$ cat src/rtl/keypad_matrix_emu.sv
`default_nettype none
// ============================================================================
//  Module      : keypad_matrix_emu
//  Description : 4x4 membrane keypad emulator for the column-scanning keypad
//                reader. The reader drives active-low column strobes on
//                scan_code. A key requested over key_valid/key_ready answers
//                on read_code like a passive switch. The key is held for
//                HOLD_SCANS activations of its column, then released. A gap
//                of GAP_SCANS activations must then pass before the next
//                request is accepted. A watchdog aborts HOLD/GAP when the
//                column stops being scanned.
//                Optional macro KEYPAD_BOUNCE_EN adds a contact-bounce
//                pattern at press and at release.
//  Revision    : 1.0 - initial release
// ============================================================================
module keypad_matrix_emu #(
    parameter int HOLD_SCANS  = 4,
    parameter int GAP_SCANS   = 2,
    parameter int TIMEOUT_CYC = 2000000
) (
    input  logic       sys_clk,
    input  logic       sys_rst,
    input  logic       key_valid,
    input  logic [3:0] key_code,
    output logic       key_ready,
    input  logic [3:0] scan_code,
    output logic [3:0] read_code,
    output logic       pressed,
    output logic       done,
    output logic       timeout
);

    localparam logic [2:0]  S_IDLE = 3'd0;
    localparam logic [2:0]  S_HOLD = 3'd1;
    localparam logic [2:0]  S_GAP  = 3'd2;
`ifdef KEYPAD_BOUNCE_EN
    localparam logic [2:0]  S_BIN  = 3'd3;   // bounce after press
    localparam logic [2:0]  S_BOUT = 3'd4;   // bounce before gap
    // six 8-cycle phases
    localparam logic [5:0]  C_BOUNCE_LAST = 6'd47;
`endif

    localparam logic [7:0]  C_HOLD_CNT = 8'(HOLD_SCANS);
    localparam logic [7:0]  C_GAP_CNT  = 8'(GAP_SCANS);
    localparam logic [23:0] C_WD_LAST  = 24'(TIMEOUT_CYC - 1);

    // Key map: column select of each hex key
    function automatic logic [1:0] key_col(input logic [3:0] k);
        case (k)
            4'h1, 4'h4, 4'h7, 4'hE: return 2'd0;
            4'h2, 4'h5, 4'h8, 4'h0: return 2'd1;
            4'h3, 4'h6, 4'h9, 4'hF: return 2'd2;
            default:                return 2'd3;   // A, B, C, D
        endcase
    endfunction

    // Key map: row return of each hex key
    function automatic logic [1:0] key_row(input logic [3:0] k);
        case (k)
            4'h1, 4'h2, 4'h3, 4'hA: return 2'd0;
            4'h4, 4'h5, 4'h6, 4'hB: return 2'd1;
            4'h7, 4'h8, 4'h9, 4'hC: return 2'd2;
            default:                return 2'd3;   // E, 0, F, D
        endcase
    endfunction

    logic [2:0]  state_q, state_d;
    logic [3:0]  key_q, key_d;
    logic [7:0]  cnt_q, cnt_d;
    logic [23:0] wd_q, wd_d;
    logic        samp_q;
    logic        pressed_q, pressed_d;
    logic        done_q, done_d;
    logic        timeout_q, timeout_d;
`ifdef KEYPAD_BOUNCE_EN
    logic [5:0]  bcnt_q, bcnt_d;
`endif

    logic [1:0]  col_w;
    logic [1:0]  row_w;
    logic [1:0]  col_nxt_w;
    logic        col_now_w;
    logic        act_w;
    logic        rise_w;

    assign col_w     = key_col(key_q);
    assign row_w     = key_row(key_q);
    assign col_nxt_w = key_col(key_d);
    assign col_now_w = scan_code[col_w];
    // Activation = falling edge of the key's column between two samples
    assign act_w     = samp_q & ~col_now_w;
    assign rise_w    = ~samp_q & col_now_w;

    assign key_ready = (state_q == S_IDLE);
    assign pressed   = pressed_q;
    assign done      = done_q;
    assign timeout   = timeout_q;
    // Passive switch: row pulled low only while its column is strobed
    assign read_code = (pressed_q && !col_now_w) ? ~(4'b0001 << row_w) : 4'b1111;

    // State, counters and registered outputs
    always_ff @(posedge sys_clk) begin
        if (sys_rst) begin
            state_q   <= S_IDLE;
            key_q     <= 4'h0;
            cnt_q     <= 8'd0;
            wd_q      <= 24'd0;
            samp_q    <= 1'b1;
            pressed_q <= 1'b0;
            done_q    <= 1'b0;
            timeout_q <= 1'b0;
`ifdef KEYPAD_BOUNCE_EN
            bcnt_q    <= 6'd0;
`endif
        end else begin
            state_q   <= state_d;
            key_q     <= key_d;
            cnt_q     <= cnt_d;
            wd_q      <= wd_d;
            // Sample the column that will be selected next cycle, so a newly
            // accepted key never sees a false edge from the old column.
            samp_q    <= scan_code[col_nxt_w];
            pressed_q <= pressed_d;
            done_q    <= done_d;
            timeout_q <= timeout_d;
`ifdef KEYPAD_BOUNCE_EN
            bcnt_q    <= bcnt_d;
`endif
        end
    end

    // Next-state and counter update
    always_comb begin
        state_d = state_q;
        key_d   = key_q;
        cnt_d   = cnt_q;
        wd_d    = wd_q;
`ifdef KEYPAD_BOUNCE_EN
        bcnt_d  = bcnt_q;
`endif
        case (state_q)
            S_IDLE: begin
                if (key_valid) begin
                    key_d = key_code;
                    cnt_d = 8'd0;
                    wd_d  = 24'd0;
`ifdef KEYPAD_BOUNCE_EN
                    state_d = S_BIN;
                    bcnt_d  = 6'd0;
`else
                    state_d = S_HOLD;
`endif
                end
            end
            S_HOLD: begin
                if (act_w) begin
                    // Saturating count; activation beats watchdog expiry
                    cnt_d = (cnt_q == 8'hFF) ? cnt_q : cnt_q + 8'd1;
                    wd_d  = 24'd0;
                end else if (rise_w && (cnt_q == C_HOLD_CNT)) begin
                    // Release only once the final strobe has ended
                    cnt_d = 8'd0;
`ifdef KEYPAD_BOUNCE_EN
                    state_d = S_BOUT;
                    bcnt_d  = 6'd0;
`else
                    state_d = S_GAP;
`endif
                end else if (wd_q == C_WD_LAST) begin
                    state_d = S_IDLE;
                end else begin
                    // Cannot wrap: expiry fires before the top value
                    wd_d = wd_q + 24'd1;
                end
            end
            S_GAP: begin
                if (cnt_q == C_GAP_CNT) begin
                    state_d = S_IDLE;
                end else if (act_w) begin
                    cnt_d = (cnt_q == 8'hFF) ? cnt_q : cnt_q + 8'd1;
                    wd_d  = 24'd0;
                end else if (wd_q == C_WD_LAST) begin
                    state_d = S_IDLE;
                end else begin
                    wd_d = wd_q + 24'd1;
                end
            end
`ifdef KEYPAD_BOUNCE_EN
            S_BIN: begin
                if (bcnt_q == C_BOUNCE_LAST) begin
                    state_d = S_HOLD;
                    cnt_d   = 8'd0;
                    wd_d    = 24'd0;
                end else begin
                    bcnt_d = bcnt_q + 6'd1;
                end
            end
            S_BOUT: begin
                if (bcnt_q == C_BOUNCE_LAST) begin
                    state_d = S_GAP;
                    cnt_d   = 8'd0;
                    wd_d    = 24'd0;
                end else begin
                    bcnt_d = bcnt_q + 6'd1;
                end
            end
`endif
            default: state_d = S_IDLE;
        endcase
    end

    // Output decode, registered alongside the state
    always_comb begin
        pressed_d = 1'b0;
        case (state_d)
            S_HOLD:  pressed_d = 1'b1;
`ifdef KEYPAD_BOUNCE_EN
            // Phase parity: in-bounce starts closed, out-bounce starts open
            S_BIN:   pressed_d = ~bcnt_d[3];
            S_BOUT:  pressed_d = bcnt_d[3];
`endif
            default: pressed_d = 1'b0;
        endcase
        done_d    = (state_q == S_GAP) && (cnt_q == C_GAP_CNT);
        // Any other exit from HOLD/GAP to IDLE is a watchdog abort
        timeout_d = ((state_q == S_HOLD) || (state_q == S_GAP)) &&
                    (state_d == S_IDLE) && !done_d;
    end

endmodule
`default_nettype wire
$ cat config.mk
export PLATFORM = sky130hd
export DESIGN_NAME = keypad_matrix_emu
export DESIGN_NICKNAME = d
export VERILOG_FILES = /design/src/rtl/keypad_matrix_emu.sv
export SDC_FILE = /design/constraint.sdc
export NUM_CORES = 1
export LEC_CHECK = 0
export ABC_AREA = 1
export BUFFER_PORTS_ARGS = -buffer_cell sky130_fd_sc_hd__buf_4
export CORE_AREA = 4 4 109 80
export DETAILED_ROUTE_END_ITERATION = 16
export DIE_AREA = 0 0 113 84
export GPL_TIMING_DRIVEN = 0
export PLACE_DENSITY = 0.58
export SLEW_MARGIN = 20
export SYNTH_ARGS = -nofsm -noshare
export SYNTH_HDL_FRONTEND = slang
export SYNTH_SLANG_ARGS = --single-unit
$ cat constraint.sdc
create_clock -name sys_clk -period 3.04 [get_ports sys_clk]
set_clock_uncertainty 0.05 [all_clocks]
set_input_delay 0.152 -clock sys_clk [delete_from_list [all_inputs] [get_ports sys_clk]]
set_output_delay 0.152 -clock sys_clk [all_outputs]
set_load 0.01 [all_outputs]
==> run metrics <==
cell mode on critical path sky130_fd_sc_hd__nand2_1; #FFs+latches synth between 40 and 50; clock latency at the later pin of the worst-skew pair 0.31 ns; end-of-flow core utilization 49.0%; max-slew violations 0; number of distinct library cells after synthesis 35; combinational cell fraction of total power 16.2%; share of layout cells above drive strength 1 10.6%; max incr delay on CP 0.49 ns; Total Routing Usage GR 19.6%; Horiz. Die Dim 113 um; Synth Net Count 593; CP Class register to register; part of the cycle the worst path needs 70.6%; number of levels in the clock H-tree 2; commonest cells after routing, fill and taps aside 192 x sky130_fd_sc_hd__nand2_1, 73 x sky130_fd_sc_hd__inv_1, 71 x sky130_fd_sc_hd__nor2_1; power share of the sequential group 47.4%; cell class contributing the biggest share of worst-path delay simple AND/OR/NAND/NOR gates; clock share of power 36.4%; maximum vdd ir drop 0.202 mV; category of the worst setup path launch point register; Crit path arrival time 2.33 ns; nets@finish a little over 600; internal power consumption 0.969 mW; cell row count 27; slew at the pin closest to its max-slew limit 0.588 ns; Stages on worst setup path 10; power density over the cells 363 nW/um2; sum of routed wire length over all layers between 8000 and 9000 um; total iterations of the first detailed-routing run 5; count of fill cells added during filler insertion ~800; WHS Endpoint samp_q$_SDFF_PP1_; signed area change from the synthesized netlist to the final layout 11.3%; Worst Hold Launch scan_code[2]; initial antenna violation count 0; hold slack roughly 0.12 ns; count of final setup violators 0; Slew Limit Headroom between 60% and 70%; violation count after the first detailed-routing iteration 265; fmax between 400 and 500 MHz; total congestion overflow 0; run status complete, no violations; count of antenna diodes in the layout 0; Cells after Synth 578; area taken by multi-input logic gates 2050 um2; topmost layer with routed signal wires met4; minimum setup slack among reg-to-reg paths slightly below 0.9 ns; via count of the first global-routing pass 3126; Placer Congestion between 0.9 and 1; endpoints failing hold 0; switching portion of total power 29.0%; Buf+Inv Stages, Crit Path 1; Routed wire per std cell 12.7 um; net switching component of the power slightly below 0.4 mW; met3 layer wire length in the routed design 348 um; Sequential Area 941 um2; max-cap violations 0; kind of path behind the tightest hold check primary input to register; pin count of the biggest net entering global routing 15; setup total negative slack 0 ns; critical path, cell by cell ha_1, nand3_2, nor2_1, nand2_1, nor2_4, nand3_4, nand2_8, buf_4, nand2_1, a21oi_1; count of buffers added by post-CTS timing repair for setup 0; clock transition time at the flip-flop clock pins of the worst setup and hold paths about 0.090 ns; maximum buffer depth of the clock tree 2; ratio of routed vias to standard cells around 5; clock sink count 47; worst endpoint required time around 3.2 ns; capturing point of the worst reg2reg path wd_q[14]$_SDFFE_PP0P_; HPWL after detailed placement slightly below 7000 um; share of the yosys chip area belonging to registers 27.8%; clock period minus worst slack 2.14 ns; TritonCTS clock tree done; number of primary I/O pins 19; library cell used as clock root buffer sky130_fd_sc_hd__clkbuf_8; startpoint of the most critical setup path wd_q[0]$_SDFFE_PP0P_; die height ~84 um; number of buffers added by the clock tree synthesis step 5; core area approximately 7700 um2; leading cell type in the layout, fill and taps excluded sky130_fd_sc_hd__nand2_1; syn avg cell area between 5 and 6 um2; netlist area before placement 3380 um2; startpoint of the most critical register-to-register path wd_q[0]$_SDFFE_PP0P_; Worst Path Max Fanout 10; post-route met1 wirelength a little over 5000 um; DRC Markers 0; Worst Hold Path Cells 5; total length of routed met2 wires 3430 um; slowest stage cell on the critical path sky130_fd_sc_hd__dfxtp_1; crit end category register; starting utilization of the core area between 40 and 50%; count of input and output buffers 17; remaining antenna violation count 0; count of synthesis-stage warnings from yosys 0; first-pass GRT wire length ~15000 um; vias after detailed routing around 3500; Leakage 1.59 nW; unrepaired setup endpoints after global routing false; number of cells on the worst reg-to-reg path 10; area of the die 9490 um2
[state kept, by name, summed over array words and instances, names as in the netlist]
register and count:
cnt_q 8, wd_q 24, state_q 3, row_w 2, pressed 1, key_q 4
done 1, timeout 1, samp_q 1, col_w 2
[worst max-delay path by stage]
| stage | slack (ns) | to |
|---|---|---|
| finish | 0.90 | wd_q[14]$_SDFFE_PP0P_ |
| CTS | 0.88 | wd_q[14]$_SDFFE_PP0P_ |
| global placement | 0.91 | wd_q[17]$_SDFFE_PP0P_ |
| detailed placement | 0.90 | wd_q[17]$_SDFFE_PP0P_ |
| floorplan | 1.28 | wd_q[7]$_SDFFE_PP0P_ |
| global route | 0.70 | wd_q[9]$_SDFFE_PP0P_ |
[power groups by stage]
| stage | logic [mW] | clock network, mW | registers [mW] |
|---|---|---|---|
| 3_3_place_gp | 0.218 | 0 | 0.661 |
| 5_1_grt | 0.252 | 0.544 | 0.650 |
| 2_1_floorplan | 0.157 | 0 | 0.658 |
| 3_5_place_dp | 0.221 | 0 | 0.661 |
| 4_1_cts | 0.223 | 0.519 | 0.647 |
| 6_report | 0.221 | 0.496 | 0.647 |
[what timing repair did]
item / in CTS / in global routing
gates resized for setup: 0 / 0
hold buffers: 1 / 0
endpoints found under the hold margin: 1 / 0
[cells in the mapped netlist]
library cell	instances	area, um2
sky130_fd_sc_hd__nand2_1	192	721
sky130_fd_sc_hd__inv_1	73	274
sky130_fd_sc_hd__nor2_1	71	267
sky130_fd_sc_hd__nand3_1	57	285
sky130_fd_sc_hd__dfxtp_1	47	941
sky130_fd_sc_hd__a21oi_1	32	160
sky130_fd_sc_hd__o21ai_0	18	90.1
sky130_fd_sc_hd__nand4_1	15	93.8
sky130_fd_sc_hd__inv_2	6	22.5
sky130_fd_sc_hd__nand2_2	5	31.3
sky130_fd_sc_hd__buf_2	4	20.0
sky130_fd_sc_hd__clkbuf_1	4	15.0
sky130_fd_sc_hd__ha_1	4	50.1
sky130_fd_sc_hd__nand3_2	4	40.0
sky130_fd_sc_hd__nand3b_1	4	30.0
sky130_fd_sc_hd__nor2_2	4	25.0
sky130_fd_sc_hd__nor3_1	4	20.0
sky130_fd_sc_hd__o21ai_1	4	20.0
sky130_fd_sc_hd__o21bai_1	4	30.0
sky130_fd_sc_hd__buf_6	3	33.8
sky130_fd_sc_hd__inv_4	3	18.8
sky130_fd_sc_hd__nor2_4	3	33.8
sky130_fd_sc_hd__nor4_1	3	18.8
sky130_fd_sc_hd__or2_2	2	12.5
sky130_fd_sc_hd__xor2_1	2	17.5
sky130_fd_sc_hd__a21oi_4	1	16.3
sky130_fd_sc_hd__a22oi_1	1	7.51
sky130_fd_sc_hd__buf_4	1	7.51
sky130_fd_sc_hd__conb_1	1	3.75
sky130_fd_sc_hd__nand2_4	1	11.3
sky130_fd_sc_hd__nand2_8	1	20.0
sky130_fd_sc_hd__nand3_4	1	17.5
sky130_fd_sc_hd__o211ai_1	1	7.51
sky130_fd_sc_hd__o32ai_1	1	8.76
sky130_fd_sc_hd__xnor2_1	1	8.76
[worst reg2reg max path: cells and delay by family (launching register included)]
family	cells	cell delay [ns]
fa+ha+maj	1	0.33
simple gates	7	0.87
flops	1	0.49
buf+inv	1	0.19
compound gates	1	0.14
[stage by stage]
| step | setup WS [ns] | cells | total power [mW] | area [um2] |
|---|---|---|---|---|
| global route | 0.701 | 705 | 1.45 | 3760 |
| detailed placement | 0.900 | 696 | 0.882 | 3630 |
| floorplan | 1.28 | 578 | 0.815 | 3380 |
| CTS | 0.879 | 705 | 1.39 | 3760 |
| global placement | 0.912 | 696 | 0.879 | 3630 |
| finish | 0.895 | 705 | 1.36 | 3760 |
[layer usage]
layer / global-route usage (%) / vias to the layer above
li1: - / 1890
met1: 31.5 / 1581
met2: 27.0 / 60
met3: 3.48 / 7
met4: 3.28 / 0
met5: 0 / -
[cell families (layout without fill, tap and decap cells)]
kind of cell / after synthesis / after routing / share of synthesized area [%]
AO/OA/AOI/OAI: 62 / 62 / 10.1
XOR/XNOR: 3 / 3 / 0.778
adder cells (fa/ha/maj): 4 / 4 / 1.48
buffers and inverters: 94 / 120 / 11.6
flip-flops: 47 / 47 / 27.8
other: 1 / 1 / 0.111
AND/OR/NAND/NOR: 367 / 367 / 48.1
[area by class of cell]
class | instances | share of cell area, %
buffer | 12 | 2.03
tap | 101 | 3.36
clock inverter | 2 | 0.931
timing repair buffer | 18 | 3.66
clock buffer | 6 | 2.20
multi-input combinational | 437 | 54.4
inverter | 82 | 8.38
sequential | 47 | 25.0
No activity file was read; power rests on OpenSTA's default activity.
